<file path="src/rtl/alu_pkg.sv">
// Shared definitions for the ALU operand loader.
// Contents: operand width, FSM state encodings (also driven onto the LEDs),
// and the add/subtract select encodings expected by the adder.
package alu_pkg;

    localparam int ALU_WIDTH = 6;

    // Encodings are visible on led_state, so they are fixed explicitly.
    typedef enum logic [1:0] {
        ST_IDLE = 2'b00,
        ST_X    = 2'b01,
        ST_XY   = 2'b10,
        ST_DONE = 2'b11
    } state_t;

    localparam logic SEL_ADD = 1'b0;
    localparam logic SEL_SUB = 1'b1;

endpackage

</file>
<file path="src/rtl/alu_operand_loader_debounce.sv">
// button_debounce: synchronises one asynchronous, bouncy push button and
// accepts a new level only after it has been stable for DEBOUNCE_CYCLES clocks.
// Ports:
//   clk     in   board clock
//   rst_n   in   synchronous active-low reset
//   btn_in  in   raw button (asynchronous)
//   level   out  debounced button level
//   press   out  1-cycle pulse on a debounced rising edge (release gives none)
module button_debounce
    import alu_pkg::*;
#(
    parameter int DEBOUNCE_CYCLES = 1_000_000,
    parameter int CNT_W           = 20
) (
    input  logic clk,
    input  logic rst_n,
    input  logic btn_in,
    output logic level,
    output logic press
);

    localparam logic [CNT_W-1:0] CNT_TC = CNT_W'(DEBOUNCE_CYCLES);

    logic             sync1_q, sync2_q;
    logic             level_q, level_d;
    logic             press_q, press_d;
    logic [CNT_W-1:0] cnt_q, cnt_d;

    // The counter measures how long the synchronised input has disagreed with
    // the accepted level; any agreement restarts the measurement.
    always_comb begin
        level_d = level_q;
        press_d = 1'b0;
        cnt_d   = '0;
        if (sync2_q != level_q) begin
            if (cnt_q == CNT_TC) begin
                level_d = sync2_q;
                press_d = sync2_q;
            end else begin
                cnt_d = cnt_q + 1'b1;
            end
        end
    end

    always_ff @(posedge clk) begin
        if (!rst_n) begin
            sync1_q <= 1'b0;
            sync2_q <= 1'b0;
            level_q <= 1'b0;
            press_q <= 1'b0;
            cnt_q   <= '0;
        end else begin
            sync1_q <= btn_in;
            sync2_q <= sync1_q;
            level_q <= level_d;
            press_q <= press_d;
            cnt_q   <= cnt_d;
        end
    end

    assign level = level_q;
    assign press = press_q;

endmodule

</file>
<file path="src/rtl/alu_operand_loader.sv">
// alu_operand_loader: board-side front end for the ripple adder/subtractor.
// Operands are entered on the slide switches and captured by debounced push
// buttons; the loader holds them stable on the adder inputs and flags issue.
// Ports:
//   clk        in   board clock
//   rst_n      in   synchronous active-low reset
//   sw         in   operand switches
//   sw_sel     in   0=add, 1=subtract
//   btn_x      in   load X
//   btn_y      in   load Y
//   btn_go     in   latch sel and issue
//   btn_clr    in   clear all
//   x, y       out  operands to the adder
//   sel        out  add/subtract select to the adder
//   out_valid  out  1-cycle pulse on issue
//   res_valid  out  high while in DONE
//   go_err     out  1-cycle pulse when go is rejected
//   led_state  out  current state encoding
//
// state     | meaning
// ----------+------------------------------------------
// ST_IDLE   | nothing loaded
// ST_X      | X loaded, waiting for Y
// ST_XY     | X and Y loaded, waiting for go
// ST_DONE   | issued; adder result is valid
module alu_operand_loader
    import alu_pkg::*;
#(
    parameter int WIDTH           = ALU_WIDTH,
    parameter int DEBOUNCE_CYCLES = 1_000_000,
    parameter int CNT_W           = 20
) (
    input  logic             clk,
    input  logic             rst_n,
    input  logic [WIDTH-1:0] sw,
    input  logic             sw_sel,
    input  logic             btn_x,
    input  logic             btn_y,
    input  logic             btn_go,
    input  logic             btn_clr,
    output logic [WIDTH-1:0] x,
    output logic [WIDTH-1:0] y,
    output logic             sel,
    output logic             out_valid,
    output logic             res_valid,
    output logic             go_err,
    output logic [1:0]       led_state
);

    logic       press_x, press_y, press_go, press_clr;
    logic [3:0] btn_level_unused;

    button_debounce #(.DEBOUNCE_CYCLES(DEBOUNCE_CYCLES), .CNT_W(CNT_W)) u_db_x (
        .clk(clk), .rst_n(rst_n), .btn_in(btn_x),
        .level(btn_level_unused[0]), .press(press_x)
    );
    button_debounce #(.DEBOUNCE_CYCLES(DEBOUNCE_CYCLES), .CNT_W(CNT_W)) u_db_y (
        .clk(clk), .rst_n(rst_n), .btn_in(btn_y),
        .level(btn_level_unused[1]), .press(press_y)
    );
    button_debounce #(.DEBOUNCE_CYCLES(DEBOUNCE_CYCLES), .CNT_W(CNT_W)) u_db_go (
        .clk(clk), .rst_n(rst_n), .btn_in(btn_go),
        .level(btn_level_unused[2]), .press(press_go)
    );
    button_debounce #(.DEBOUNCE_CYCLES(DEBOUNCE_CYCLES), .CNT_W(CNT_W)) u_db_clr (
        .clk(clk), .rst_n(rst_n), .btn_in(btn_clr),
        .level(btn_level_unused[3]), .press(press_clr)
    );

    state_t           state_q, state_d;
    logic [WIDTH-1:0] x_q, x_d, y_q, y_d;
    logic             sel_q, sel_d;
    logic             out_valid_q, out_valid_d;
    logic             go_err_q, go_err_d;
    logic             res_valid_q;

    // Priority clr > go > loads; a go press swallows any coincident load.
    always_comb begin
        state_d     = state_q;
        x_d         = x_q;
        y_d         = y_q;
        sel_d       = sel_q;
        out_valid_d = 1'b0;
        go_err_d    = 1'b0;
        if (press_clr) begin
            state_d = ST_IDLE;
            x_d     = '0;
            y_d     = '0;
            sel_d   = SEL_ADD;
        end else if (press_go) begin
            if (state_q == ST_XY) begin
                sel_d       = sw_sel;
                state_d     = ST_DONE;
                out_valid_d = 1'b1;
            end else begin
                go_err_d = 1'b1;
            end
        end else if (press_x && press_y) begin
            x_d     = sw;
            y_d     = sw;
            state_d = ST_XY;
        end else if (press_x) begin
            x_d = sw;
            if (state_q == ST_IDLE || state_q == ST_DONE) begin
                state_d = ST_X;
            end
        end else if (press_y) begin
            if (state_q == ST_X || state_q == ST_XY) begin
                y_d     = sw;
                state_d = ST_XY;
            end
        end
    end

    always_ff @(posedge clk) begin
        if (!rst_n) begin
            state_q     <= ST_IDLE;
            x_q         <= '0;
            y_q         <= '0;
            sel_q       <= SEL_ADD;
            out_valid_q <= 1'b0;
            go_err_q    <= 1'b0;
            res_valid_q <= 1'b0;
        end else begin
            state_q     <= state_d;
            x_q         <= x_d;
            y_q         <= y_d;
            sel_q       <= sel_d;
            out_valid_q <= out_valid_d;
            go_err_q    <= go_err_d;
            // Registered from the next state so it tracks state_q exactly.
            res_valid_q <= (state_d == ST_DONE);
        end
    end

    assign x         = x_q;
    assign y         = y_q;
    assign sel       = sel_q;
    assign out_valid = out_valid_q;
    assign go_err    = go_err_q;
    assign res_valid = res_valid_q;
    assign led_state = state_q;

endmodule

</file>
<file path="config.mk">
export PLATFORM = sky130hd
export DESIGN_NAME = alu_operand_loader
export DESIGN_NICKNAME = d
export VERILOG_FILES = /design/src/rtl/alu_pkg.sv /design/src/rtl/alu_operand_loader_debounce.sv /design/src/rtl/alu_operand_loader.sv
export SDC_FILE = /design/constraint.sdc
export NUM_CORES = 1
export LEC_CHECK = 0
export BUFFER_PORTS_ARGS = -buffer_cell sky130_fd_sc_hd__buf_2
export CORE_ASPECT_RATIO = 1.4
export CORE_UTILIZATION = 35
export CTS_CLUSTER_DIAMETER = 40
export CTS_CLUSTER_SIZE = 40
export DETAILED_ROUTE_END_ITERATION = 8
export PLACE_DENSITY = 0.48
export SYNTH_ARGS = -nofsm -noshare
export SYNTH_HDL_FRONTEND = slang
export SYNTH_HIERARCHICAL = 1
export SYNTH_SLANG_ARGS = --single-unit
</file>
<file path="constraint.sdc">
create_clock -name clk -period 1.9 [get_ports clk]
set_clock_uncertainty 0.05 [all_clocks]
set_input_delay 0.19 -clock clk [delete_from_list [all_inputs] [get_ports clk]]
set_output_delay 0.19 -clock clk [all_outputs]
set_load 0.01 [all_outputs]
</file>
## After elaboration in Yosys (flattened, before gate mapping)

Index checks and enable logic that the tools add are counted.

| word-level totals | value |
|---|---|
| input port bits | 13 |
| memories | 0 |
| RAM bits | 0 |
| word-level logic and storage cells | 90 |
| register bits after elaboration | 114 |
| output and inout bits | 18 |
| ROM bits | 0 |
| bits in latches | 0 |

| cells by class | value |
|---|---|
| bitwise gates (word level) | 6 |
| div/mod/pow operators | 0 |
| multiply operators | 0 |
| reduce and logical (&&, ||, !) cells | 24 |
| equal/unequal tests | 13 |
| add/subtract/negate cells | 4 |
| shifts and indexed selects | 0 |
| mux-type cells | 16 |
| magnitude comparators | 0 |

Operators by type and width:

| kind | number |
|---|---|
| $add 20x1->20 const B | 4 |
| $eq 20x20->1 const B | 4 |
| $mux 6 | 6 |
| $mux 2 | 8 |
| $reduce_or 3->1 | 5 |
| $reduce_and 2->1 | 6 |
| $reduce_and 3->1 | 4 |
| $eq 2x2->1 const B | 3 |
| $not 1->1 | 6 |
| $reduce_bool 2->1 | 3 |
| $ne 1x1->1 | 4 |
| $reduce_and 4->1 | 1 |
| $eq 2x1->1 const B | 1 |
| $logic_not 2->1 | 1 |
| $logic_or 1x1->1 | 2 |
| $mux 1 | 2 |
| $ne 2x2->1 const B | 1 |
| $reduce_or 2->1 | 1 |
| $logic_and 1x1->1 | 1 |

## Longest topological paths before layout

| depth | value |
|---|---|
| depth after elaboration | 9 |
| mapped depth | 7 |
| depth with buffers taken out | 6 |

## By module

The synthesis kept the hierarchy.

Modules (own cells, without submodules):

| module | area an instance (um2) | cells an instance | seq. area each (um2) | instances |
|---|---|---|---|---|
| button_debounce | 1111.1 | 129 | 480.5 | 4 |
| alu_operand_loader | 802.0 | 92 | 360.3 | 1 |

## Worst setup path after synthesis

Ideal clock, no wire load.

| path | value |
|---|---|
| path kind | reg-to-reg |
| start | register u_db_clr.cnt_q[0] |
| end | register u_db_clr.cnt_q[18] |
| required time | 1.779 ns |
| buffers on the path | 0 |
| library setup time | 0.071 ns |
| period minus slack after synthesis | 1.621 ns |
| cell stages (with the launch flop) | 6 |
| arrival | 1.501 ns |
| setup slack | 0.279 ns |
| cell sequence | dfxtp_1 > ha_1 > nand4_1 > or2_0 > or4_1 > a21oi_1 |

| on the way | value |
|---|---|
| longest elaborated chain between the ends | 2 |
| elaborated cells between the ends (all ways) | 3 |
| classes of those cells | add/sub (1); eq/ne (1); reduce/logical (1) |

RTL lines:

| what | line | text |
|---|---|---|
| start: declaration | alu_operand_loader_debounce.sv:27 | `logic [CNT_W-1:0] cnt_q, cnt_d;` |
| start signal: assignment | alu_operand_loader_debounce.sv:57 | `cnt_q <= cnt_d;` |
| branches (longest 2 deep; another with $add 20x1->20) | -- |  |

Parallel ways; which one is timed is not known.
A chain may end at the register's enable or synchronous reset.

## Worst setup path after layout

| path | value |
|---|---|
| start | register u_db_y.cnt_q[0] |
| end | register u_db_y.cnt_q[18] |

| on the way | value |
|---|---|
| longest elaborated chain between the ends | 2 |
| elaborated cells between the ends (all ways) | 3 |
| classes of those cells | add/sub (1); eq/ne (1); reduce/logical (1) |

RTL lines:

| what | line |
|---|---|
| start: declaration | alu_operand_loader_debounce.sv:27 |
| start signal: assignment | alu_operand_loader_debounce.sv:57 |
| branches (longest 2 deep; another with $add 20x1->20) | -- |

Parallel ways; which one is timed is not known.

==> results.sh <==
export IMPL_outcome="completed"
export IMPL_first_global_vias=4158
export IMPL_fin_util_pct=43.6
export IMPL_cts_tree="built"
export IMPL_cp_cell_sequence="ha_1 > nand4_1 > or2_0 > or4_1 > a21oi_1"
export IMPL_finalHoldViolCount=0
export IMPL_ant_nets=0
export IMPL_critPathMaxFanout=4
export IMPL_grt_max_degree=24
export IMPL_min_path_cells=3
export IMPL_reg2reg_slack_ns=0.14
export IMPL_drv_cap=0
export IMPL_antenna_cells=0
export IMPL_viasPerCell=4.95
export IMPL_firstDrtPassIters=4
export IMPL_io_pin_count=31
export IMPL_rows=52
export IMPL_crit_type="reg -> reg"
export IMPL_setup_viol=0
export IMPL_grt_setup_unrepaired="no"
export IMPL_antenna_found_initial=0
export IMPL_min_period_ns=1.76
export IMPL_worst_path_buf_inv=0
export IMPL_die_area_mm2=0.0155
export IMPL_cts_made_buffers=17
export IMPL_coreArea_mm2=0.0146
export IMPL_synth_seq_cells=114
export IMPL_routedWlPerCell_um=12.7
export IMPL_cp_arrival_ns=2.04
export IMPL_crit_family="simple AND/OR/NAND/NOR gates"
export IMPL_clk_pin_slew_ns=0.05
export IMPL_p_leak_nw=1.96
export IMPL_slowest_delay_ns=0.41
export IMPL_final_net_count=683
export IMPL_yosys_area_top_type="dfxtp_1"
export IMPL_ir_drop_v=0.000643
export IMPL_post_cts_buffers=0
export IMPL_timing_setup_tns_ns=0
export IMPL_rr_startpoint="u_db_y/cnt_q[0]"
export IMPL_htree_levels=4
export IMPL_yosys_warnings=6
export IMPL_port_buffers=30
export IMPL_post_dp_hpwl_mm=7.88
export IMPL_tightest_slew_ns=0.495
export IMPL_grt_pass1_wl_mm=18.8
export IMPL_die_w_um=105
export IMPL_start_util_pct=36.0
export IMPL_cp_required_ns=2.18
export IMPL_drive_above_1_share_pct=14.2
export IMPL_fmax_ghz=0.567
export IMPL_die_h_um=147
export IMPL_synthFlopType="dfxtp_1"
export IMPL_worst_path_max_delay_cell="dfxtp_1"
export IMPL_grt_use_total_pct=15.2
export IMPL_first_iter_violations=143
export IMPL_syn_to_final_growth_pct=21.2
export IMPL_hold_class="in -> reg"
export IMPL_clk_latency_ns=0.40
export IMPL_power_density_mw_per_mm2=883
export IMPL_hold_end="u_db_y/press"
export IMPL_end_kind="flip-flop"
export IMPL_async_reset_ff_share_pct=0
export IMPL_gp_congestion=0.777
export IMPL_finalHoldWorstSlack_ns=0.177
export IMPL_clock_sinks=114
export IMPL_via_count=4255
export IMPL_drv_slew=0
export IMPL_netlist_area_leader_share_pct=43.5
export IMPL_num_fill_cells=1499
export IMPL_worstSetupStartpointType="flip-flop"
export IMPL_ys_seq_area_share_pct=43.5
export IMPL_finalWirelength_mm=10.9
export IMPL_max_slew_margin_rel_pct=66.6
export IMPL_reg2reg_depth=5
export IMPL_r2r_end="u_db_y/cnt_q[18]"
export IMPL_syn_area_mm2=0.00525
export IMPL_remaining_drc_errors=0
export IMPL_syn_area_per_cell_um2=8.63
export IMPL_ys_types=39
export IMPL_hold_start="rst_n"
export IMPL_synth_area_top_cells="dfxtp_1, xnor2_1, nor2_1"
export IMPL_clk_path_buf_depth=2
export IMPL_synth_fp_nets=633
export IMPL_final_period_utilization_pct=92.8
export IMPL_grt_ovfl_total=0
export IMPL_cts_root_buf="clkbuf_16"
export IMPL_netlist_instances=608
export IMPL_synth_edf_count=0
## through the flow
step                area (µm²)  total power (W)  setup WS (ns)  std cells
floorplan                 5250          0.00249          0.279        608
detailed placement        5650          0.00253          0.131        817
finish                    6360          0.00562          0.136        860
CTS                       6350          0.00571          0.117        860
global route              6360          0.00584        0.00356        860
global placement          5650          0.00253          0.170        817
## Yosys cell counts, types with 16 or more instances
cell     instances
o21ai_0         18
nand3_1         33
a21oi_1         31
inv_1           30
nor4_1          20
xnor2_1         48
dfxtp_1        114
nor2_1          84
nand2_1         41
nor3_1          16
nand4_1         24
## what timing repair did
item / 4_1_cts / 5_1_grt
endpoints found under the setup margin: 0 / 9
hold endpoints to repair: 11 / 0
hold buffers: 11 / 0
resized for setup: 0 / 5
## where the power goes
part / switching [W] / total [W] / internal (W)
combinational: 0.0000432 / 0.0000860 / 0.0000428
sequential: 0.00000770 / 0.00241 / 0.00240
clock: 0.00107 / 0.00312 / 0.00205
## sequential cells by signal (all words and copies together), names as in the netlist, 2 cells and up
name	cells
u_db_y/cnt_q	20
x	6
led_state	2
u_db_x/cnt_q	20
y	6
u_db_clr/cnt_q	20
u_db_go/cnt_q	20
## cells by family (layout without fill, tap and decap cells)
kind of cell    count (synthesis)  in the layout  share of synthesized area (%)
buf+inv                        54            117                           4.32
compound gates                 67             67                           7.27
fa+ha+maj                      12             12                           2.86
flops                         114            114                           43.5
simple gates                  300            300                           31.8
mux                             1              1                          0.191
xor+xnor                       60             60                           10.0
## area by class of cell
type / count / area [µm²] / share of cell area, %
flip-flops and latches: 114 / 2280 / 35.9
clock inverters: 10 / 106 / 1.67
repair buffers: 55 / 390 / 6.14
well taps: 189 / 236 / 3.72
clock buffers: 22 / 484 / 7.61
multi-input cells: 440 / 2750 / 43.2
inverters: 30 / 113 / 1.77
## cells in the final DEF (no fill, tap or decap), types with 2 or more instances in the layout
cell and count:
inv_1 30, or2_0 4, or4_1 12, nor2_1 83
nand2b_2 2, ha_2 3, clkbuf_16 17, nand3_4 4
nand2b_1 4, nand2_1 41, and4bb_2 4, or3b_1 7
or3_4 4, a21oi_1 31, nor4_1 20, a21boi_0 4
ha_1 9, nor2b_1 2, and4_1 4, nand4_1 24
clkbuf_8 4, o21ai_1 4, or3_1 8, bufinv_16 2
o31ai_1 12, buf_4 12, and3_1 5, o21ai_0 14
nor4b_1 8, buf_2 30, clkinv_2 6, and2_1 12
nor3_1 16, dfxtp_1 113, buf_12 2, dlygate4sd3_1 11
nand3_1 33, xnor2_1 48, xor2_1 12
## worst max path at each step
stage / end / startpoint / cells after the start / slack (ns)
3_5_place_dp: u_db_clr/cnt_q[18] / u_db_clr/cnt_q[0] / 5 / 0.13
4_1_cts: u_db_clr/cnt_q[18] / u_db_clr/cnt_q[0] / 5 / 0.12
2_1_floorplan: u_db_clr/cnt_q[18] / u_db_clr/cnt_q[0] / 5 / 0.28
6_report: u_db_y/cnt_q[18] / u_db_y/cnt_q[0] / 5 / 0.14
3_3_place_gp: u_db_clr/cnt_q[18] / u_db_clr/cnt_q[0] / 5 / 0.17
5_1_grt: u_db_x/cnt_q[12] / u_db_x/cnt_q[15] / 5 / 0.004
## worst min-delay path: stages
cell     delay [ns]
buf_2          0.22
nand2_1        0.12
nor4_1         0.04
## layer usage
metal / up-vias / track usage (%) / share of wire (%)
li1: 2211 / - / -
met1: 1981 / 16.8 / 44
met2: 51 / 27.5 / 52
met3: 12 / 4.39 / 2.5
met4: 0 / 5.49 / 1.2
met5: - / 0 / 0
(Power assumes the default switching activity.)
